## config.mk

```make
export PLATFORM = sky130hd
export DESIGN_NAME = spi_master_param
export DESIGN_NICKNAME = d
export VERILOG_FILES = /design/src/rtl/spi_pkg.sv /design/src/rtl/spi_clk_gen.sv /design/src/rtl/spi_master_param.sv
export SDC_FILE = /design/constraint.sdc
export NUM_CORES = 1
export LEC_CHECK = 0
export ABC_AREA = 1
export CELL_PAD_IN_SITES_DETAIL_PLACEMENT = 1
export CELL_PAD_IN_SITES_GLOBAL_PLACEMENT = 1
export CORE_MARGIN = 3
export CORE_UTILIZATION = 40
export CTS_BUF_LIST = sky130_fd_sc_hd__clkbuf_8
export CTS_CLUSTER_SIZE = 14
export DETAILED_ROUTE_END_ITERATION = 16
export PLACE_DENSITY = 0.83
export SETUP_SLACK_MARGIN = 0.4
export SLEW_MARGIN = 30
export SYNTH_ARGS = -nofsm -noshare
export SYNTH_HDL_FRONTEND = slang
export SYNTH_SLANG_ARGS = --single-unit
```

## constraint.sdc

```tcl
create_clock -name mclk -period 4.1 [get_ports mclk]
set_input_delay 1.025 -clock mclk [delete_from_list [all_inputs] [get_ports mclk]]
set_output_delay 1.025 -clock mclk [all_outputs]
set_load 0.05 [all_outputs]
```

## src/rtl/spi_pkg.sv

```systemverilog
// Shared types for the parametrised SPI master.
//   spi_state_t : transfer phases (IDLE, LEAD, TRANSFER, TRAIL)
//   spi_mode_t  : per-transfer mode bits captured when a transfer is accepted
//   spi_cs_width: width of the chip-select index port (at least 1 bit)
package spi_pkg;

  typedef enum logic [1:0] {
    IDLE     = 2'd0,
    LEAD     = 2'd1,
    TRANSFER = 2'd2,
    TRAIL    = 2'd3
  } spi_state_t;

  typedef struct packed {
    logic cpol;
    logic cpha;
    logic lsb_first;
  } spi_mode_t;

  function automatic int spi_cs_width(input int num_cs);
    return (num_cs > 1) ? $clog2(num_cs) : 1;
  endfunction

endpackage

```

## src/rtl/spi_clk_gen.sv

```systemverilog
// Half-period tick generator for the SPI master.
//   i_clk   : system clock
//   i_reset : synchronous active-high reset
//   i_en    : count while high; count is cleared while low
//   o_tick  : one-cycle strobe every CLK_DIV enabled cycles
module spi_clk_gen #(
  parameter int CLK_DIV = 2
) (
  input  logic i_clk,
  input  logic i_reset,
  input  logic i_en,
  output logic o_tick
);

  localparam int CNT_W = $clog2(CLK_DIV + 1);
  localparam logic [CNT_W-1:0] LAST = CNT_W'(CLK_DIV - 1);

  logic [CNT_W-1:0] r_cnt;

  // The tick marks the last cycle of each half-period, so the first tick
  // after enable arrives in the CLK_DIV-th enabled cycle.
  assign o_tick = i_en && (r_cnt == LAST);

  always_ff @(posedge i_clk) begin
    if (i_reset || !i_en || o_tick) begin
      r_cnt <= '0;
    end else begin
      r_cnt <= r_cnt + 1'b1;
    end
  end

endmodule

```

## src/rtl/spi_master_param.sv

```systemverilog
// Parametrised full-duplex SPI master with start/busy/done handshake.
//   mclk, reset           : system clock, synchronous active-high reset
//   start                 : transfer request, accepted while busy is low
//   data_in, cpol, cpha,
//   lsb_first, cs_sel     : transfer settings, captured on accept
//   miso / mosi, sclk     : serial interface (sclk is a flop output)
//   cs_n                  : active-low chip selects, one per slave
//   busy                  : high from accept until the transfer ends
//   done, data_out        : one-cycle completion pulse and received word
//   dbg_state             : current transfer phase
// Handshake: a request is taken on any clock edge where start=1 and busy=0;
// start while busy is dropped. done pulses in the cycle busy falls, and a
// start in that same cycle begins the next transfer immediately.
module spi_master_param
  import spi_pkg::*;
#(
  parameter int DATA_W  = 8,
  parameter int CLK_DIV = 2,
  parameter int NUM_CS  = 1,
  localparam int CS_W   = spi_cs_width(NUM_CS)
) (
  input  logic              mclk,
  input  logic              reset,
  input  logic              start,
  input  logic [DATA_W-1:0] data_in,
  input  logic              cpol,
  input  logic              cpha,
  input  logic              lsb_first,
  input  logic [CS_W-1:0]   cs_sel,
  input  logic              miso,
  output logic              mosi,
  output logic              sclk,
  output logic [NUM_CS-1:0] cs_n,
  output logic              busy,
  output logic              done,
  output logic [DATA_W-1:0] data_out,
  output spi_state_t        dbg_state
);

  localparam int BIT_W = $clog2(2 * DATA_W + 1);
  localparam logic [BIT_W-1:0] LAST_TOGGLE = BIT_W'(2 * DATA_W);

  spi_state_t        r_state;
  spi_state_t        w_next_state;
  spi_mode_t         r_mode;
  logic              r_mode_valid;
  logic [CS_W-1:0]   r_cs_sel;
  logic [DATA_W-1:0] r_tx;
  logic [DATA_W-1:0] r_rx;
  logic [DATA_W-1:0] r_data_out;
  logic [BIT_W-1:0]  r_bit_cnt;
  logic              r_sclk;
  logic              r_mosi;
  logic              r_done;

  logic              w_busy;
  logic              w_tick;
  logic              w_accept;
  logic              w_toggle;
  logic              w_leading;
  logic              w_last_toggle;
  logic              w_end;
  logic [BIT_W-1:0]  w_bit_cnt_nxt;
  logic [DATA_W-1:0] w_tx_ordered;

  function automatic logic [DATA_W-1:0] bit_reverse(input logic [DATA_W-1:0] v);
    logic [DATA_W-1:0] r;
    for (int i = 0; i < DATA_W; i++) begin
      r[i] = v[DATA_W-1-i];
    end
    return r;
  endfunction

  spi_clk_gen #(
    .CLK_DIV(CLK_DIV)
  ) u_clk_gen (
    .i_clk  (mclk),
    .i_reset(reset),
    .i_en   (w_busy),
    .o_tick (w_tick)
  );

  assign w_accept      = start && (r_state == IDLE);
  assign w_toggle      = w_tick && (r_state == TRANSFER);
  assign w_end         = w_tick && (r_state == TRAIL);
  assign w_bit_cnt_nxt = r_bit_cnt + 1'b1;
  // Odd toggle numbers are leading edges.
  assign w_leading     = w_bit_cnt_nxt[0];
  assign w_last_toggle = (w_bit_cnt_nxt == LAST_TOGGLE);
  // Storing the word pre-reversed lets the shifter always emit from the MSB.
  assign w_tx_ordered  = lsb_first ? bit_reverse(data_in) : data_in;

  always_ff @(posedge mclk) begin
    if (reset) begin
      r_state <= IDLE;
    end else begin
      r_state <= w_next_state;
    end
  end

  always_comb begin
    w_next_state = r_state;
    w_busy       = (r_state != IDLE);
    cs_n         = '1;
    unique case (r_state)
      IDLE:     if (w_accept) w_next_state = LEAD;
      LEAD:     if (w_tick) w_next_state = TRANSFER;
      TRANSFER: if (w_toggle && w_last_toggle) w_next_state = TRAIL;
      TRAIL:    if (w_tick) w_next_state = IDLE;
      default:  w_next_state = IDLE;
    endcase
    // An out-of-range index matches no line, so nothing is selected.
    for (int i = 0; i < NUM_CS; i++) begin
      if (w_busy && (r_cs_sel == CS_W'(i))) begin
        cs_n[i] = 1'b0;
      end
    end
  end

  always_ff @(posedge mclk) begin
    if (reset) begin
      r_mode       <= '0;
      r_mode_valid <= 1'b0;
      r_cs_sel     <= '0;
      r_tx         <= '0;
      r_rx         <= '0;
      r_data_out   <= '0;
      r_bit_cnt    <= '0;
      r_sclk       <= 1'b0;
      r_mosi       <= 1'b0;
      r_done       <= 1'b0;
    end else begin
      r_done <= 1'b0;

      if (w_accept) begin
        r_mode       <= {cpol, cpha, lsb_first};
        r_mode_valid <= 1'b1;
        r_cs_sel     <= cs_sel;
        r_tx         <= w_tx_ordered;
        r_mosi       <= w_tx_ordered[DATA_W-1];
        r_sclk       <= cpol;
        r_bit_cnt    <= '0;
      end else if (r_state == IDLE) begin
        // Until a mode has been captured, follow the live cpol input.
        r_sclk <= r_mode_valid ? r_mode.cpol : cpol;
      end

      if (w_toggle) begin
        r_sclk    <= ~r_sclk;
        r_bit_cnt <= w_bit_cnt_nxt;
        if (w_leading) begin
          if (r_mode.cpha) begin
            r_mosi <= r_tx[DATA_W-1];
            r_tx   <= r_tx << 1;
          end else begin
            r_rx <= {r_rx[DATA_W-2:0], miso};
          end
        end else begin
          if (r_mode.cpha) begin
            r_rx <= {r_rx[DATA_W-2:0], miso};
          end else if (!w_last_toggle) begin
            // First bit already sits on mosi from accept; next one is at W-2.
            r_mosi <= r_tx[DATA_W-2];
            r_tx   <= r_tx << 1;
          end
        end
      end

      if (w_end) begin
        r_done     <= 1'b1;
        r_data_out <= r_mode.lsb_first ? bit_reverse(r_rx) : r_rx;
      end
    end
  end

  assign busy      = w_busy;
  assign sclk      = r_sclk;
  assign mosi      = r_mosi;
  assign done      = r_done;
  assign data_out  = r_data_out;
  assign dbg_state = r_state;

endmodule

```

==> results_tabular.tex <==
\begin{tabular}{lr}
\hline
Metric & Value \\
\hline
\multicolumn{2}{l}{\textbf{Clock tree}} \\
Clock tree root driver cell & sky130\_fd\_sc\_hd\_\_clkbuf\_8 \\
Clk\_lat worst skew & 0.30 ns \\
H-tree levels & 2 \\
TritonCTS clock tree & built \\
Clock tree buffer depth & 2 \\
Hold\_buf cts & 0 \\
Clk slew on worst S/H paths & 0.08 ns \\
Number of cells upsized or downsized after cts & 0 \\
Clock Sinks & 41 \\
Number of buffers inserted during clock tree synthesis & 5 \\
Post-CTS setup buffer count & 0 \\
\multicolumn{2}{l}{\textbf{Place}} \\
Worst slack after detailed placement & 1.29 ns \\
Final weighted congestion of routability-driven global placement & 0.786 \\
Port buffer count & 30 \\
Placed wire-length estimate after detailed placement & 4440 um \\
\multicolumn{2}{l}{\textbf{STA}} \\
Final max-slew violation count & 0 \\
Setup WS post-layout & 0.979 ns \\
Period minus WS final & 3.12 ns \\
Slew headroom & 48.7\% \\
Final Skew & 0.00444 ns \\
Fin crit share & 76.1\% \\
Setup TNS Final & 0 ns \\
Maximum operating frequency & 0.320 GHz \\
Setup-violating endpoint count in the final report & 0 \\
RSZ-0062 raised after global routing & false \\
Slew @ Worst Pin & 0.769 ns \\
Number of hold-slack violations in the final timing report & 0 \\
\multicolumn{2}{l}{\textbf{Die}} \\
Die span in x & 80.2 um \\
Num rows & 26 \\
\# IOs & 31 \\
Vertical extent of the die & 80.2 um \\
Area of the core & 0.00520 mm2 \\
Initial Utilization & 42.3\% \\
Die area & 0.00643 mm2 \\
\multicolumn{2}{l}{\textbf{Layout}} \\
Fill cell instance count of the final layout & 699 \\
NumNets Final & 370 \\
Area occupied by multi-input gates & 0.00115 mm2 \\
Util after Layout & 50.7\% \\
Fraction of layout cells with a size suffix above 1 & 6.88\% \\
Area growth, synth to finish & 19.8\% \\
Area of all sequential standard cells & 821 um2 \\
Antenna diodes & 0 \\
\multicolumn{2}{l}{\textbf{GRT}} \\
Vias in the first global route & 2,278 \\
Wire length of the first global-routing pass & 10,400 um \\
Number of antenna violations at the first check in global routing & 0 \\
GRT Residual Overflow & 0 \\
Largest net degree at the start of global routing & 27 \\
Global router's overall resource usage & 20.8\% \\
\multicolumn{2}{l}{\textbf{Critical path}} \\
Crit path kind & flop to primary output \\
CP Data Arrival Time & 2.10 ns \\
Minimum setup slack among reg-to-reg paths & 1.93 ns \\
Number of cells on the worst reg-to-reg path & 9 \\
CP max FO & 6 \\
Data required time of the critical path & 3.07 ns \\
Startpoint Class & flop \\
Category of the worst setup path capture point & primary output \\
\multicolumn{2}{l}{\textbf{Route}} \\
Vias after detailed routing & 2,189 \\
Wirelength, routed & 5990 um \\
Final ANT Viol Nets & 0 \\
Final routed DRC violation total & 0 \\
First-pass iteration count of the detailed router & 4 \\
Average vias per placed instance & 5.22 \\
Routed wirelength normalized by instance count & 14.3 um \\
Iter 0 DRT Violations & 59 \\
\multicolumn{2}{l}{\textbf{Min path}} \\
Hold Path Stages & 1 \\
Worst Hold Class & flop to flop \\
\multicolumn{2}{l}{\textbf{Logic synthesis}} \\
Synthesized instance count & 323 \\
Cell Area, Synth & 0.00220 mm2 \\
Number of distinct library cell variants in the gate-level netlist after synthesis & 26 \\
Synth warnings & 0 \\
Part of the Yosys area used for sequential elements & 37.3\% \\
Syn\_nets & 345 \\
Mean Syn Cell Area & 6.82 um2 \\
Synth Register Bits & 41 \\
\multicolumn{2}{l}{\textbf{Run status}} \\
Outcome & completed \\
\multicolumn{2}{l}{\textbf{Power and ir drop}} \\
Highest ir drop seen on vdd & 0.378 mV \\
Leakage & 1.09 nW \\
Power density cells & 542 mW/mm2 \\
\multicolumn{2}{l}{\textbf{Flow run}} \\
Total of max-cap violations & 0 \\
\hline
\end{tabular}
[registers in the layout, summed over array words and instances (netlist names)]
| register | flops |
|---|---|
| u_clk_gen.r_cnt | 2 |
| r_mode_valid | 1 |
| r_bit_cnt | 5 |
| r_rx | 8 |
| data_out | 8 |
| r_cs_sel | 1 |
| done | 1 |
| mosi | 1 |
| dbg_state | 2 |
| sclk | 1 |
| r_mode | 3 |
| r_tx | 8 |
[through the flow]
stage	total power, mW	hold slack (ns)	instances	area (um2)
global route	1.55	0.463	419	2640
detailed placement	1.11	0.421	411	2520
floorplan	0.940	0.399	323	2200
global placement	1.08	0.408	411	2520
CTS	1.45	0.433	419	2640
finish	1.43	0.423	419	2640
[power by group]
group          switching, mW  internal, mW
Sequential            0.0507         0.458
Clock                  0.143         0.196
Combinational          0.402         0.182
[area by class of cell]
cell class	count	area share [%]
clock buffers	6	3.13
repair buffers	31	11.7
well taps	70	3.32
multi-input cells	227	43.4
clock inverters	2	1.28
inverters	42	6.07
flip-flops and latches	41	31.1
[synthesized netlist by cell type]
cell type / n / share of area (%)
sky130_fd_sc_hd__a21oi_2: 2 / 0.80
sky130_fd_sc_hd__dfxtp_1: 41 / 37
sky130_fd_sc_hd__nand3_1: 28 / 6.4
sky130_fd_sc_hd__nor2_4: 2 / 1.0
sky130_fd_sc_hd__buf_6: 3 / 1.5
sky130_fd_sc_hd__o21ai_1: 9 / 2.0
sky130_fd_sc_hd__nor2_2: 1 / 0.28
sky130_fd_sc_hd__nor2_1: 12 / 2.0
sky130_fd_sc_hd__nand4_1: 3 / 0.85
sky130_fd_sc_hd__o21ai_0: 33 / 7.5
sky130_fd_sc_hd__inv_4: 1 / 0.28
sky130_fd_sc_hd__or2_2: 1 / 0.28
sky130_fd_sc_hd__mux2_2: 1 / 0.51
sky130_fd_sc_hd__nand2_1: 72 / 12
sky130_fd_sc_hd__nand3_2: 1 / 0.45
sky130_fd_sc_hd__inv_1: 38 / 6.5
sky130_fd_sc_hd__nor2_8: 1 / 0.91
sky130_fd_sc_hd__inv_2: 3 / 0.51
sky130_fd_sc_hd__nand3b_1: 1 / 0.34
sky130_fd_sc_hd__a31oi_1: 1 / 0.28
sky130_fd_sc_hd__a21oi_1: 46 / 10
sky130_fd_sc_hd__clkbuf_1: 7 / 1.2
sky130_fd_sc_hd__o211ai_1: 4 / 1.4
sky130_fd_sc_hd__ha_1: 6 / 3.4
sky130_fd_sc_hd__nand2_2: 3 / 0.85
sky130_fd_sc_hd__buf_2: 3 / 0.68
[critical path, stage by stage (launching register included)]
cell and delay (ns):
sky130_fd_sc_hd__dfxtp_1 0.39, sky130_fd_sc_hd__inv_1 0.10, sky130_fd_sc_hd__ha_1 0.30, sky130_fd_sc_hd__or2_2 0.30, sky130_fd_sc_hd__clkdlybuf4s50_1 0.70
[layout by cell type, fill, tap and decap left out, types with 2 or more instances in the layout]
cell | synthesis | layout
sky130_fd_sc_hd__a21oi_1 | 46 | 46
sky130_fd_sc_hd__a21oi_2 | 2 | 2
sky130_fd_sc_hd__clkbuf_8 | 0 | 6
sky130_fd_sc_hd__clkdlybuf4s50_1 | 0 | 30
sky130_fd_sc_hd__dfxtp_1 | 41 | 41
sky130_fd_sc_hd__ha_1 | 6 | 6
sky130_fd_sc_hd__inv_1 | 38 | 39
sky130_fd_sc_hd__inv_2 | 3 | 3
sky130_fd_sc_hd__nand2_1 | 72 | 72
sky130_fd_sc_hd__nand2_2 | 3 | 3
sky130_fd_sc_hd__nand3_1 | 28 | 28
sky130_fd_sc_hd__nand4_1 | 3 | 3
sky130_fd_sc_hd__nor2_1 | 12 | 12
sky130_fd_sc_hd__nor2_4 | 2 | 2
sky130_fd_sc_hd__o211ai_1 | 4 | 4
sky130_fd_sc_hd__o21ai_0 | 33 | 33
sky130_fd_sc_hd__o21ai_1 | 9 | 9
[cells by family after synthesis]
kind of cell	share of synthesized area (%)
and+or+nand+nor	25.7
AOI/OAI and AO/OA	22.4
buffers and inverters	10.7
DFF	37.3
adders and majority gates	3.41
muxes	0.511
[final timing paths]
check	start	end
setup / recovery	dbg_state[0]	cs_n
hold / removal	u_clk_gen.r_cnt[0]	u_clk_gen.r_cnt[0]
setup reg to reg	dbg_state[0]	r_rx[0]
hold reg to reg	u_clk_gen.r_cnt[0]	u_clk_gen.r_cnt[0]
[layer usage]
layer	up-vias	GRT usage (%)	share of wire (%)
li1	1110	-	-
met1	1039	24.7	45
met2	28	36.0	50
met3	12	5.49	3.4
met4	0	7.09	1.8
met5	-	0	0
(Power assumes the default switching activity.)
==> RTL change, RTL diff (same flow settings) <==
`CLK_DIV` is set to 2 in 2 places; all go to 4.
--- a/src/rtl/spi_clk_gen.sv
+++ b/src/rtl/spi_clk_gen.sv
@@ -4,7 +4,7 @@
 //   i_en    : count while high; count is cleared while low
 //   o_tick  : one-cycle strobe every CLK_DIV enabled cycles
 module spi_clk_gen #(
-  parameter int CLK_DIV = 2
+  parameter int CLK_DIV = 4
 ) (
   input  logic i_clk,
   input  logic i_reset,
--- a/src/rtl/spi_master_param.sv
+++ b/src/rtl/spi_master_param.sv
@@ -15,7 +15,7 @@
   import spi_pkg::*;
 #(
   parameter int DATA_W  = 8,
-  parameter int CLK_DIV = 2,
+  parameter int CLK_DIV = 4,
   parameter int NUM_CS  = 1,
   localparam int CS_W   = spi_cs_width(NUM_CS)
 ) (
Function: changed (a bounded check fails within 4 cycles, from zero or initial values and one cycle with reset high).
==> RTL change against the original RTL <==
  * Power decreased by 11%
  * Sequential share of layout area increased by 0.34 points
  * Synthesized area rose by 3.5%
  * Routed wire length down 0.85%
  * Design area grew 1.3%
  * Count of clock-buffer cells in the layout unchanged
  * Setup slack improved by 7.6 ps
  * Critical path depth is the same
  * Sequential cell count increased by 1
  * Die area increased by 3.2%
  * Sequential power increased by 2%
  * Combinational power is 17% lower
  * Register-to-register slack worse by 230 ps
  * Critical path type unchanged
  * Critical endpoint unchanged
  * Highest routed layer unchanged
==> RTL change: results <==
{
  "largest_net_degree_at_the_start_of_global_routing": 26,
  "fin_cells": 425,
  "post_synth_num_cell_types": 30,
  "post_route_cells_drive_above_1_share": 0.0761,
  "yosys_warnings": 0,
  "gr-usage-met3": 0.0417,
  "grt.total_usage": 0.197,
  "global_route.usage.met2": 0.358,
  "synthesized_nets": 354,
  "post_drt_via_cell_ratio": 5.24,
  "clk_latency_ps": 300,
  "worst_hold_path_type": "register to register",
  "diodes_inserted": 0,
  "drt_first_pass_iters": 4,
  "critPathArrivalTime_ps": 2090,
  "clock_pin_slew_reported_for_the_worst_setup_and_hold_paths_after_clock_tree_synthesis_ps": 80,
  "outcome": "completed",
  "first_pass_grt_wire_length_um": 10400,
  "postSynthCellCount": 331,
  "final.setup_skew_ps": 13.6,
  "critPathMaxFanout": 7,
  "gp_congestion": 0.774,
  "initialDrtViolationCount": 58,
  "dp.cells": 417,
  "power_leakage_nw": 1.13,
  "cts_resized": 0,
  "ir_worst_vdd_v": 0.000350,
  "avg_wl_per_cell_um": 14.0,
  "htree_num_levels": 2,
  "met1_length_um": 2750,
  "nFillCells": 713,
  "root_buf_cell": "sky130_fd_sc_hd__clkbuf_8",
  "reg2reg_depth": 7,
  "cts_buffer_depth": 2,
  "synth.cells.most_frequent": "sky130_fd_sc_hd__nand2_1 (76), sky130_fd_sc_hd__a21oi_1 (44), sky130_fd_sc_hd__dfxtp_1 (42)",
  "number_of_global_route_vias_before_repair": 2320,
  "cts_bufs_inserted": 5,
  "ys_async_sr_fraction": 0,
  "seq_area_frac_synth": 0.369,
  "synth.area.top_cells": "sky130_fd_sc_hd__dfxtp_1 (37%), sky130_fd_sc_hd__nand2_1 (13%), sky130_fd_sc_hd__a21oi_1 (9.7%), sky130_fd_sc_hd__nand3_1 (7.5%), sky130_fd_sc_hd__inv_1 (6.4%)",
  "critical-path-slowest-cell": "sky130_fd_sc_hd__clkdlybuf4s50_1",
  "fin_nets": 377,
  "worst-slew-pin-transition_ps": 741,
  "post_dp_hpwl_um": 4400,
  "met2_wirelength_um": 2980,
  "hold_path_depth": 1,
  "number_of_flops_mapped_to_enable_cells_by_yosys": 0,
  "post_cts.repair.setup_buffers": 0,
  "worst_path_largest_cell_delay_ps": 700,
  "placedInstanceArea_um2": 2580,
  "routed-wl-met3_um": 152,
  "antenna_found_initial": 0,
  "dp_slack_ps": 1270,
  "ys.flop_type": "sky130_fd_sc_hd__dfxtp_1",
  "use_met1": 0.233
}
==> RTL change: changes by cell type after synthesis, sizes merged, moves of 2 or more <==
| cell | before | now |
|---|---|---|
| buf | 6 | 9 |
| o211ai | 4 | 1 |
| nand2 | 75 | 79 |
| a21oi | 48 | 44 |
| nand3 | 29 | 35 |
| nor2 | 16 | 18 |
| inv | 42 | 40 |
| o21ai | 42 | 39 |
==> RTL change: cell families after synthesis <==
kind of cell | count (synthesis) | synth area share
AO/OA/AOI/OAI | 86 | 0.205
adder cells (fa/ha/maj) | 7 | 0.0384
buffers and inverters | 56 | 0.108
flip-flops | 42 | 0.369
multiplexers | 1 | 0.00494
AND/OR/NAND/NOR | 139 | 0.274
==> RTL change: critical path, delay by kind of cell (launching register included) <==
| kind | cells | cell delay, ps |
|---|---|---|
| buffers and inverters | 2 | 790 |
| AND/OR/NAND/NOR | 1 | 310 |
| adder cells (fa/ha/maj) | 1 | 300 |
| flip-flops | 1 | 410 |
==> RTL change: path summary, 6_finish.rpt <==
kind	start	end	slack, ps
min reg2reg	u_clk_gen.r_cnt[0]	u_clk_gen.r_cnt[0]	440
min	u_clk_gen.r_cnt[0]	u_clk_gen.r_cnt[0]	440
max	dbg_state[0]	cs_n	990
max reg2reg	dbg_state[0]	r_rx[0]	1700
==> RTL change: area by class of cell <==
cell class / instances / area [um^2] / share of cell area
clock buffer: 6 / 82.6 / 0.0309
clock inverter: 2 / 8.76 / 0.00328
inverter: 41 / 155 / 0.0580
multi-input combinational: 233 / 1190 / 0.445
sequential: 42 / 841 / 0.314
tap: 70 / 87.6 / 0.0328
timing repair buffer: 31 / 308 / 0.115
==> RTL change: power breakdown <==
part | internal [mW] | switching (mW)
clock | 0.133 | 0.138
combinational | 0.164 | 0.321
sequential | 0.464 | 0.0556
